### config.mk
export PLATFORM = sky130hd
export DESIGN_NAME = reg_bus_arb_flat
export DESIGN_NICKNAME = d
export VERILOG_FILES = /design/src/rtl/reg_bus_arb_if.sv /design/src/rtl/reg_bus_arb.sv /design/src/flat_wrapper.sv
export SDC_FILE = /design/constraint.sdc
export NUM_CORES = 1
export LEC_CHECK = 0
export BUFFER_PORTS_ARGS = -buffer_cell sky130_fd_sc_hd__buf_2
export CORE_MARGIN = 2
export CORE_UTILIZATION = 46
export DETAILED_ROUTE_END_ITERATION = 8
export PLACE_DENSITY = 0.81
export SYNTH_ARGS = -nofsm -noshare
export SYNTH_HDL_FRONTEND = slang
export SYNTH_SLANG_ARGS = --single-unit
### constraint.sdc
create_clock -name clk -period 1.9 [get_ports clk]
set_input_delay 0.38 -clock clk [delete_from_list [all_inputs] [get_ports clk]]
set_output_delay 0.38 -clock clk [all_outputs]
set_load 0.02 [all_outputs]
### src/rtl/reg_bus_arb_if.sv
// reg_bus_arb_if -- bundle of two requester ports and one shared downstream
// register bus.
//
// Handshake: a requester raises sN_rd or sN_wr (with sN_addr/sN_writedata)
// and holds all of them unchanged until it sees the one-cycle sN_ready pulse;
// sN_readdata is valid in that same cycle. Downstream, m_rd/m_wr and the
// address/data stay constant until the cycle where m_ready is high; m_readdata
// is taken in that cycle. There is no back-pressure beyond these two levels.
//
// Modports:
//   slave  -- arbiter side (takes requests, drives the downstream bus)
//   master -- environment side (requesters plus downstream target)
//
// Parameter: AW -- register address width.

interface reg_bus_arb_if #(
  parameter int AW = 14
);
  logic [AW-1:0] s0_addr;
  logic          s0_rd;
  logic          s0_wr;
  logic [31:0]   s0_writedata;
  logic          s0_ready;
  logic [31:0]   s0_readdata;

  logic [AW-1:0] s1_addr;
  logic          s1_rd;
  logic          s1_wr;
  logic [31:0]   s1_writedata;
  logic          s1_ready;
  logic [31:0]   s1_readdata;

  logic [AW-1:0] m_addr;
  logic          m_rd;
  logic          m_wr;
  logic [31:0]   m_writedata;
  logic          m_ready;
  logic [31:0]   m_readdata;

  modport slave (
    input  s0_addr, s0_rd, s0_wr, s0_writedata,
    output s0_ready, s0_readdata,
    input  s1_addr, s1_rd, s1_wr, s1_writedata,
    output s1_ready, s1_readdata,
    output m_addr, m_rd, m_wr, m_writedata,
    input  m_ready, m_readdata
  );

  modport master (
    output s0_addr, s0_rd, s0_wr, s0_writedata,
    input  s0_ready, s0_readdata,
    output s1_addr, s1_rd, s1_wr, s1_writedata,
    input  s1_ready, s1_readdata,
    input  m_addr, m_rd, m_wr, m_writedata,
    output m_ready, m_readdata
  );
endinterface

### src/rtl/reg_bus_arb.sv
// reg_bus_arb -- round-robin arbiter giving two register-bus requesters
// access to one shared downstream register bus.
//
// Ports:
//   clk, rst_n  -- single rising-edge clock, asynchronous active-low reset
//   bus         -- reg_bus_arb_if.slave: requester ports s0/s1, downstream m_*
//   grant       -- one-hot owner of the downstream bus, 0 when idle
//   timeout_err -- sticky watchdog flag (always 0 without the watchdog)
//   dbg_state   -- current FSM state (0 IDLE, 1 BUSY, 2 RELEASE)
//
// Parameters: AW (address width), TIMEOUT (1..255 downstream wait cycles).
// Optional feature: define REG_BUS_ARB_TIMEOUT_EN to enable the watchdog that
// completes a stalled transaction after TIMEOUT cycles without m_ready.

module reg_bus_arb #(
  parameter int AW      = 14,
  parameter int TIMEOUT = 255
) (
  input  logic         clk,
  input  logic         rst_n,
  reg_bus_arb_if.slave bus,
  output logic [1:0]   grant,
  output logic         timeout_err,
  output logic [1:0]   dbg_state
);

  if (TIMEOUT < 1 || TIMEOUT > 255) begin : g_bad_timeout
    $error("reg_bus_arb: TIMEOUT must lie in 1..255");
  end

  typedef enum logic [1:0] {
    IDLE    = 2'd0,
    BUSY    = 2'd1,
    RELEASE = 2'd2
  } state_e;

  state_e        state_q, state_d;
  logic          owner_q, owner_d;     // 0 = port 0, 1 = port 1
  logic          ptr_q, ptr_d;         // round-robin preference
  logic [AW-1:0] m_addr_q, m_addr_d;
  logic [31:0]   m_wdata_q, m_wdata_d;
  logic          m_rd_q, m_rd_d;
  logic          m_wr_q, m_wr_d;
  logic          s0_ready_q, s0_ready_d;
  logic          s1_ready_q, s1_ready_d;
  logic [31:0]   s0_rdata_q, s0_rdata_d;
  logic [31:0]   s1_rdata_q, s1_rdata_d;
  logic [1:0]    grant_q, grant_d;

  logic          req0, req1, win, complete, timed_out;
  logic [31:0]   cap_data;

`ifdef REG_BUS_ARB_TIMEOUT_EN
  localparam logic [7:0] TO_LIMIT = 8'(TIMEOUT);
  logic [7:0]    to_cnt_q, to_cnt_d;
  logic          timeout_err_q, timeout_err_d;
`endif

  always_comb begin
    state_d    = state_q;
    owner_d    = owner_q;
    ptr_d      = ptr_q;
    m_addr_d   = m_addr_q;
    m_wdata_d  = m_wdata_q;
    m_rd_d     = m_rd_q;
    m_wr_d     = m_wr_q;
    s0_ready_d = 1'b0;
    s1_ready_d = 1'b0;
    s0_rdata_d = s0_rdata_q;
    s1_rdata_d = s1_rdata_q;
    grant_d    = grant_q;
    req0       = bus.s0_rd | bus.s0_wr;
    req1       = bus.s1_rd | bus.s1_wr;
    // Port 1 wins when it is the only requester, or both request and the
    // pointer favours it.
    win        = req1 & (~req0 | ptr_q);
    complete   = 1'b0;
    timed_out  = 1'b0;
    cap_data   = bus.m_readdata;
`ifdef REG_BUS_ARB_TIMEOUT_EN
    to_cnt_d      = to_cnt_q;
    timeout_err_d = timeout_err_q;
`endif

    case (state_q)
      IDLE: begin
        if (req0 || req1) begin
          owner_d   = win;
          m_addr_d  = win ? bus.s1_addr : bus.s0_addr;
          m_wdata_d = win ? bus.s1_writedata : bus.s0_writedata;
          // A simultaneous rd+wr is treated as a write.
          m_wr_d    = win ? bus.s1_wr : bus.s0_wr;
          m_rd_d    = win ? (bus.s1_rd & ~bus.s1_wr) : (bus.s0_rd & ~bus.s0_wr);
          grant_d   = win ? 2'b10 : 2'b01;
          state_d   = BUSY;
`ifdef REG_BUS_ARB_TIMEOUT_EN
          to_cnt_d  = 8'd0;
`endif
        end
      end

      BUSY: begin
        complete = bus.m_ready;
`ifdef REG_BUS_ARB_TIMEOUT_EN
        if (!bus.m_ready) begin
          to_cnt_d = to_cnt_q + 8'd1;
          if (to_cnt_d == TO_LIMIT) begin
            complete  = 1'b1;
            timed_out = 1'b1;
          end
        end
`endif
        if (complete) begin
          state_d  = RELEASE;
          m_rd_d   = 1'b0;
          m_wr_d   = 1'b0;
          ptr_d    = ~owner_q;
          cap_data = timed_out ? 32'hDEADBEEF : bus.m_readdata;
          if (owner_q) begin
            s1_ready_d = 1'b1;
            if (m_rd_q) s1_rdata_d = cap_data;
          end else begin
            s0_ready_d = 1'b1;
            if (m_rd_q) s0_rdata_d = cap_data;
          end
`ifdef REG_BUS_ARB_TIMEOUT_EN
          if (timed_out) timeout_err_d = 1'b1;
`endif
        end
      end

      RELEASE: begin
        // Requests seen here are deliberately not evaluated; the owner is
        // still dropping its request in response to sN_ready.
        grant_d = 2'b00;
        state_d = IDLE;
      end

      default: begin
        state_d = IDLE;
      end
    endcase
  end

  always_ff @(posedge clk or negedge rst_n) begin
    if (!rst_n) begin
      state_q       <= IDLE;
      owner_q       <= 1'b0;
      ptr_q         <= 1'b0;
      m_addr_q      <= '0;
      m_wdata_q     <= '0;
      m_rd_q        <= 1'b0;
      m_wr_q        <= 1'b0;
      s0_ready_q    <= 1'b0;
      s1_ready_q    <= 1'b0;
      s0_rdata_q    <= '0;
      s1_rdata_q    <= '0;
      grant_q       <= 2'b00;
`ifdef REG_BUS_ARB_TIMEOUT_EN
      to_cnt_q      <= 8'd0;
      timeout_err_q <= 1'b0;
`endif
    end else begin
      state_q       <= state_d;
      owner_q       <= owner_d;
      ptr_q         <= ptr_d;
      m_addr_q      <= m_addr_d;
      m_wdata_q     <= m_wdata_d;
      m_rd_q        <= m_rd_d;
      m_wr_q        <= m_wr_d;
      s0_ready_q    <= s0_ready_d;
      s1_ready_q    <= s1_ready_d;
      s0_rdata_q    <= s0_rdata_d;
      s1_rdata_q    <= s1_rdata_d;
      grant_q       <= grant_d;
`ifdef REG_BUS_ARB_TIMEOUT_EN
      to_cnt_q      <= to_cnt_d;
      timeout_err_q <= timeout_err_d;
`endif
    end
  end

  assign bus.m_addr      = m_addr_q;
  assign bus.m_writedata = m_wdata_q;
  assign bus.m_rd        = m_rd_q;
  assign bus.m_wr        = m_wr_q;
  assign bus.s0_ready    = s0_ready_q;
  assign bus.s1_ready    = s1_ready_q;
  assign bus.s0_readdata = s0_rdata_q;
  assign bus.s1_readdata = s1_rdata_q;
  assign grant           = grant_q;
  assign dbg_state       = state_q;
`ifdef REG_BUS_ARB_TIMEOUT_EN
  assign timeout_err     = timeout_err_q;
`else
  assign timeout_err     = 1'b0;
`endif

endmodule

### src/flat_wrapper.sv
// flat-port wrapper written by rule: the top's interface ports become plain ports
module reg_bus_arb_flat 
#(
  parameter int AW      = 14,
  parameter int TIMEOUT = 255
)
  (clk, rst_n, grant, timeout_err, dbg_state, bus_s0_addr, bus_s0_rd, bus_s0_wr, bus_s0_writedata, bus_s0_ready, bus_s0_readdata, bus_s1_addr, bus_s1_rd, bus_s1_wr, bus_s1_writedata, bus_s1_ready, bus_s1_readdata, bus_m_addr, bus_m_rd, bus_m_wr, bus_m_writedata, bus_m_ready, bus_m_readdata);
  reg_bus_arb_if #(.AW(AW)) bus_i ();
  input  logic clk;
  input  logic rst_n;
  output logic [1:0] grant;
  output logic timeout_err;
  output logic [1:0] dbg_state;
  input wire logic [$bits(bus_i.s0_addr)-1:0] bus_s0_addr;
  input wire logic [$bits(bus_i.s0_rd)-1:0] bus_s0_rd;
  input wire logic [$bits(bus_i.s0_wr)-1:0] bus_s0_wr;
  input wire logic [$bits(bus_i.s0_writedata)-1:0] bus_s0_writedata;
  output wire logic [$bits(bus_i.s0_ready)-1:0] bus_s0_ready;
  output wire logic [$bits(bus_i.s0_readdata)-1:0] bus_s0_readdata;
  input wire logic [$bits(bus_i.s1_addr)-1:0] bus_s1_addr;
  input wire logic [$bits(bus_i.s1_rd)-1:0] bus_s1_rd;
  input wire logic [$bits(bus_i.s1_wr)-1:0] bus_s1_wr;
  input wire logic [$bits(bus_i.s1_writedata)-1:0] bus_s1_writedata;
  output wire logic [$bits(bus_i.s1_ready)-1:0] bus_s1_ready;
  output wire logic [$bits(bus_i.s1_readdata)-1:0] bus_s1_readdata;
  output wire logic [$bits(bus_i.m_addr)-1:0] bus_m_addr;
  output wire logic [$bits(bus_i.m_rd)-1:0] bus_m_rd;
  output wire logic [$bits(bus_i.m_wr)-1:0] bus_m_wr;
  output wire logic [$bits(bus_i.m_writedata)-1:0] bus_m_writedata;
  input wire logic [$bits(bus_i.m_ready)-1:0] bus_m_ready;
  input wire logic [$bits(bus_i.m_readdata)-1:0] bus_m_readdata;
  assign bus_i.s0_addr = bus_s0_addr;
  assign bus_i.s0_rd = bus_s0_rd;
  assign bus_i.s0_wr = bus_s0_wr;
  assign bus_i.s0_writedata = bus_s0_writedata;
  assign bus_s0_ready = bus_i.s0_ready;
  assign bus_s0_readdata = bus_i.s0_readdata;
  assign bus_i.s1_addr = bus_s1_addr;
  assign bus_i.s1_rd = bus_s1_rd;
  assign bus_i.s1_wr = bus_s1_wr;
  assign bus_i.s1_writedata = bus_s1_writedata;
  assign bus_s1_ready = bus_i.s1_ready;
  assign bus_s1_readdata = bus_i.s1_readdata;
  assign bus_m_addr = bus_i.m_addr;
  assign bus_m_rd = bus_i.m_rd;
  assign bus_m_wr = bus_i.m_wr;
  assign bus_m_writedata = bus_i.m_writedata;
  assign bus_i.m_ready = bus_m_ready;
  assign bus_i.m_readdata = bus_m_readdata;
  reg_bus_arb #(.AW(AW), .TIMEOUT(TIMEOUT)) u_core (.clk(clk), .rst_n(rst_n), .bus(bus_i), .grant(grant), .timeout_err(timeout_err), .dbg_state(dbg_state));
endmodule
==> results.md <==
Synthesis:
- Synthesis produced a netlist whose cell count is 332.
- The synthesized netlist net count is 463.
- Among all flip-flop cells after synthesis, the most frequent one is dfrtp_1.
- The number of enable-type register cells in the synthesized netlist is 0.
- In the post-synthesis netlist, the biggest area contributors are dfrtp_1 (61%), mux2_2 (11%), a21boi_0 (7.3%), a221o_1 (7.1%), mux2_1 (3.6%).
- The total of warnings raised by yosys is 0.
- In the synthesized netlist, the cells that appear most often are dfrtp_1 (120), a21boi_0 (48), mux2_2 (48), a221o_1 (35), mux2_1 (16).
- Of the synthesized area, sequential elements account for 0.608.
- The synthesized design contains between 100 and 150 register bits.
- Of all cell types, the one taking the most synthesized area is dfrtp_1.
- The share of flip-flops with an asynchronous set or reset after synthesis is 1.00.
- The most instantiated library cell after synthesis is dfrtp_1.
- The top cell type's share of synthesized area is 0.608.
- The average instance area after synthesis is 14.9 µm².
- The number of different library cells used by synthesis comes to 32.
- The mapped netlist covers 0.00494 mm².

CTS:
- In this run, post-CTS repair resized a total of 0 instances.
- The number of clock sinks is between 100 and 150.
- The number of buffers on the longest clock path is 2.
- Clock tree synthesis selected as its root buffer the cell clkbuf_8.
- The post-CTS clock slew at the launch and capture registers of the worst setup and hold paths is roughly 0.050 ns.
- TritonCTS built the clock tree.
- The count of H-tree levels built during CTS is 4.
- The clock latency at the later pin of the worst-skew pair is 0.50 ns.
- The total CTS buffers is 17.

Critical path:
- The worst setup path is launched from a flip-flop.
- The largest fanout on the critical path is 27.
- In this run the register-to-register setup slack is 0.20 ns.
- The path type of the worst setup path is reg2reg.
- The worst register-to-register path has a depth of 4.
- The end of the worst register-to-register path is u_core.bus.m_addr[0].
- The kind of cell with the highest combined delay along the critical path is compound AO/OA/AOI/OAI gates.
- The buffering stage count on the worst path with inverters included is 1.
- Data arrives at the worst endpoint at ~2.1 ns.
- STA classifies the critical path endpoint as a flip-flop.
- On the critical path, the stage with the largest delay is an instance of dfrtp_1.
- The worst register-to-register path begins at u_core.dbg_state[0].
- The critical path goes through nor2_2 > o221a_2 > buf_4 > a221o_1.
- The required time of the critical path is 2.33 ns.
- The largest incremental delay on the critical path is 0.45 ns.

Routing:
- Once detail routing completed, the nets flagged for antenna violations numbered 0.
- The total via count in the routed design is 3943.
- The number of remaining DRC errors is 0.
- Wires add up to 13400 µm.
- The count of TritonRoute iterations in the first routing pass is 4.
- The starting DRC count in detailed routing is roughly 260.
- The via density per instance is 5.38.
- The final routed wire length divided by cell count is 18.3 µm.

Min path:
- The worst hold path begins at bus_m_ready.
- Along the worst hold path, the cell count comes to 2.
- The class of the worst hold path is in2reg.
- For hold timing, the worst endpoint is u_core.dbg_state[0].

Layout:
- The share of cells above drive strength 1 is 0.599.
- The number of nets at the end of the flow is 714.
- The area growth from synthesis to layout is 40.1%.
- The layout has between 700 and 800 filler cells.
- The final cell area excluding filler cells is 0.00692 mm².

Pwr:
- The clock network fraction of design power is 0.261.
- Of the total power, registers draw 0.345.
- The internal power of the cells totals ~8.2 mW.
- The switching power is 4.67 mW.
- The worst-case IR drop observed on VDD is 1.02 mV.
- The share of total power dissipated in combinational logic is 0.394.
- The analysis attributes to cell leakage a power of 3.52 nW.
- The switching share of total power is 0.363.
- The power density of the placed cells is 1860 mW/mm².
- The design draws 12.9 mW.

STA:
- Derived from the worst setup path, the maximum achievable clock frequency is a little under 600 MHz.
- The sum of negative setup slack is 0 ns.
- The clock period could shrink to 1.70 ns.
- For the pin with the worst max-slew slack, the measured transition is 0.632 ns.
- The final number of max-transition violations was 0.
- The worst hold slack is 0.0829 ns.
- The total count of hold-check failures in the final report is 0.
- Setup repair after global routing left no endpoint under its margin.
- In this run the tightest slew margin relative to its limit is 0.579.
- Clock skew on the completed layout was measured at 0.00630 ns.
- Setup violations remaining at the end of the flow were counted as 0.
- In the finished design, the share of the clock period the worst path needs comes to 0.896.

Die:
- Measured along the x axis, the die boundary spans 108 µm.
- The overall die area is 0.0116 mm².
- The height of the die is 108 µm.
- The I/O pin total is 250.
- The placeable core region is 0.0104 mm².
- The initial core utilization is 0.476.
- The number of core rows is 37.

GRT:
- After global routing, the most crowded layer is met2.
- The via count of the first global-routing pass was 4106.
- The met1 capacity usage during global routing is 0.285.
- The met2 track utilization from global routing is 0.394.
- The number of antenna violations at the first check in global routing is 1.
- The global routing met3 resource utilization is 0.0684.
- The pin count of the biggest net entering global routing is 121.
- The total routing usage reported by global routing is 0.235.
- The first global-routing pass estimated roughly 21000 µm of wire.
- The total overflow left after global routing is 0.

Status:
- The run finished with clean final reports.

Placed design:
- The post-detailed-placement cell area is 0.00628 mm².
- The placer's final routability congestion estimate is 0.901.
- Port buffering added 248 buffers.
- The HPWL after detailed placement is 9470 µm.

Run:
- Across the run, the number of max-cap violations was 0.
==> metal layers <==
| layer | wire (µm) | share of wire | vias to the layer above |
|---|---|---|---|
| met5 | 0 | 0 | - |
| met4 | 306 | 0.023 | 0 |
| met3 | 866 | 0.065 | 26 |
| met2 | 6840 | 0.51 | 155 |
| met1 | 5390 | 0.40 | 1995 |
| li1 | - | - | 1767 |
==> worst max path at each step <==
stage / from / to / slack [ns] / cells after the start
2_1_floorplan: u_core.dbg_state[1] / u_core.bus.s1_readdata[5] / 0.34 / 5
3_3_place_gp: bus_s1_rd / u_core.grant[0] / 0.18 / 4
3_5_place_dp: bus_s1_rd / u_core.bus.m_writedata[26] / 0.09 / 4
4_1_cts: u_core.dbg_state[0] / u_core.bus.m_writedata[26] / 0.18 / 4
5_1_grt: u_core.dbg_state[0] / u_core.bus.m_addr[0] / 0.07 / 4
6_report: u_core.dbg_state[0] / u_core.bus.m_addr[0] / 0.20 / 4
==> metrics by stage <==
step / std cells / util / setup WS, ns
floorplan: 332 / - / 0.342
global placement: 699 / 0.605 / 0.175
detailed placement: 699 / 0.605 / 0.0885
CTS: 731 / 0.666 / 0.177
global route: 733 / 0.667 / 0.0687
finish: 733 / 0.667 / 0.197
==> power groups by stage <==
| stage | Clock, mW | Sequential, mW | Combinational, mW |
|---|---|---|---|
| 2_1_floorplan | 0 | 5.89 | 1.72 |
| 3_3_place_gp | 0 | 4.38 | 4.96 |
| 3_5_place_dp | 0 | 4.43 | 5.11 |
| 4_1_cts | 3.42 | 4.44 | 5.12 |
| 5_1_grt | 3.56 | 4.58 | 5.41 |
| 6_report | 3.36 | 4.45 | 5.07 |
==> kinds of logic (layout without fill, tap and decap cells) <==
logic type             count (synthesis)  in the layout  synth area share
flip-flops                           120            120             0.608
buffers and inverters                 28            292            0.0393
AND/OR/NAND/NOR                       15             15            0.0208
multiplexers                          64             64             0.146
other                                  1              2          0.000759
AO/OA/AOI/OAI                        104            104             0.185
==> registers in the layout, indices dropped and copies added (netlist names) <==
signal                  count
u_core.bus.m_wr             1
u_core.owner_q              1
u_core.dbg_state            2
u_core.bus.m_addr          14
u_core.bus.m_rd             1
u_core.bus.s0_readdata     32
u_core.bus.s0_ready         1
u_core.grant                2
u_core.bus.s1_ready         1
u_core.bus.s1_readdata     32
u_core.ptr_q                1
u_core.bus.m_writedata     32
==> repair_timing <==
item | CTS | global route
setup buffers | 0 | 0
hold buffers | 0 | 1
endpoints found under the hold margin | 0 | 10
setup endpoints to repair | 0 | 0
==> layout make-up <==
cell class	count	area, µm²	area share
tap	136	170	0.0246
sequential	120	3000	0.434
clock inverter	7	138	0.0199
inverter	1	3.75	0.000542
multi-input combinational	184	1740	0.252
clock buffer	25	494	0.0714
antenna	1	2.50	0.000362
timing repair buffer	259	1370	0.197
==> cells in the final DEF, fill, tap and decap left out, types with 2 or more instances in the layout <==
cell type,count
buf_2,247
mux2_1,16
clkbuf_1,3
dfrtp_1,120
a21o_1,2
a221o_2,11
a21boi_0,48
buf_12,3
clkbuf_16,16
nand2_1,3
a221o_1,35
nor2_1,2
clkinv_2,2
mux2_2,48
clkbuf_8,6
a21o_2,2
buf_4,8
bufinv_16,4
(Power assumes the default switching activity.)
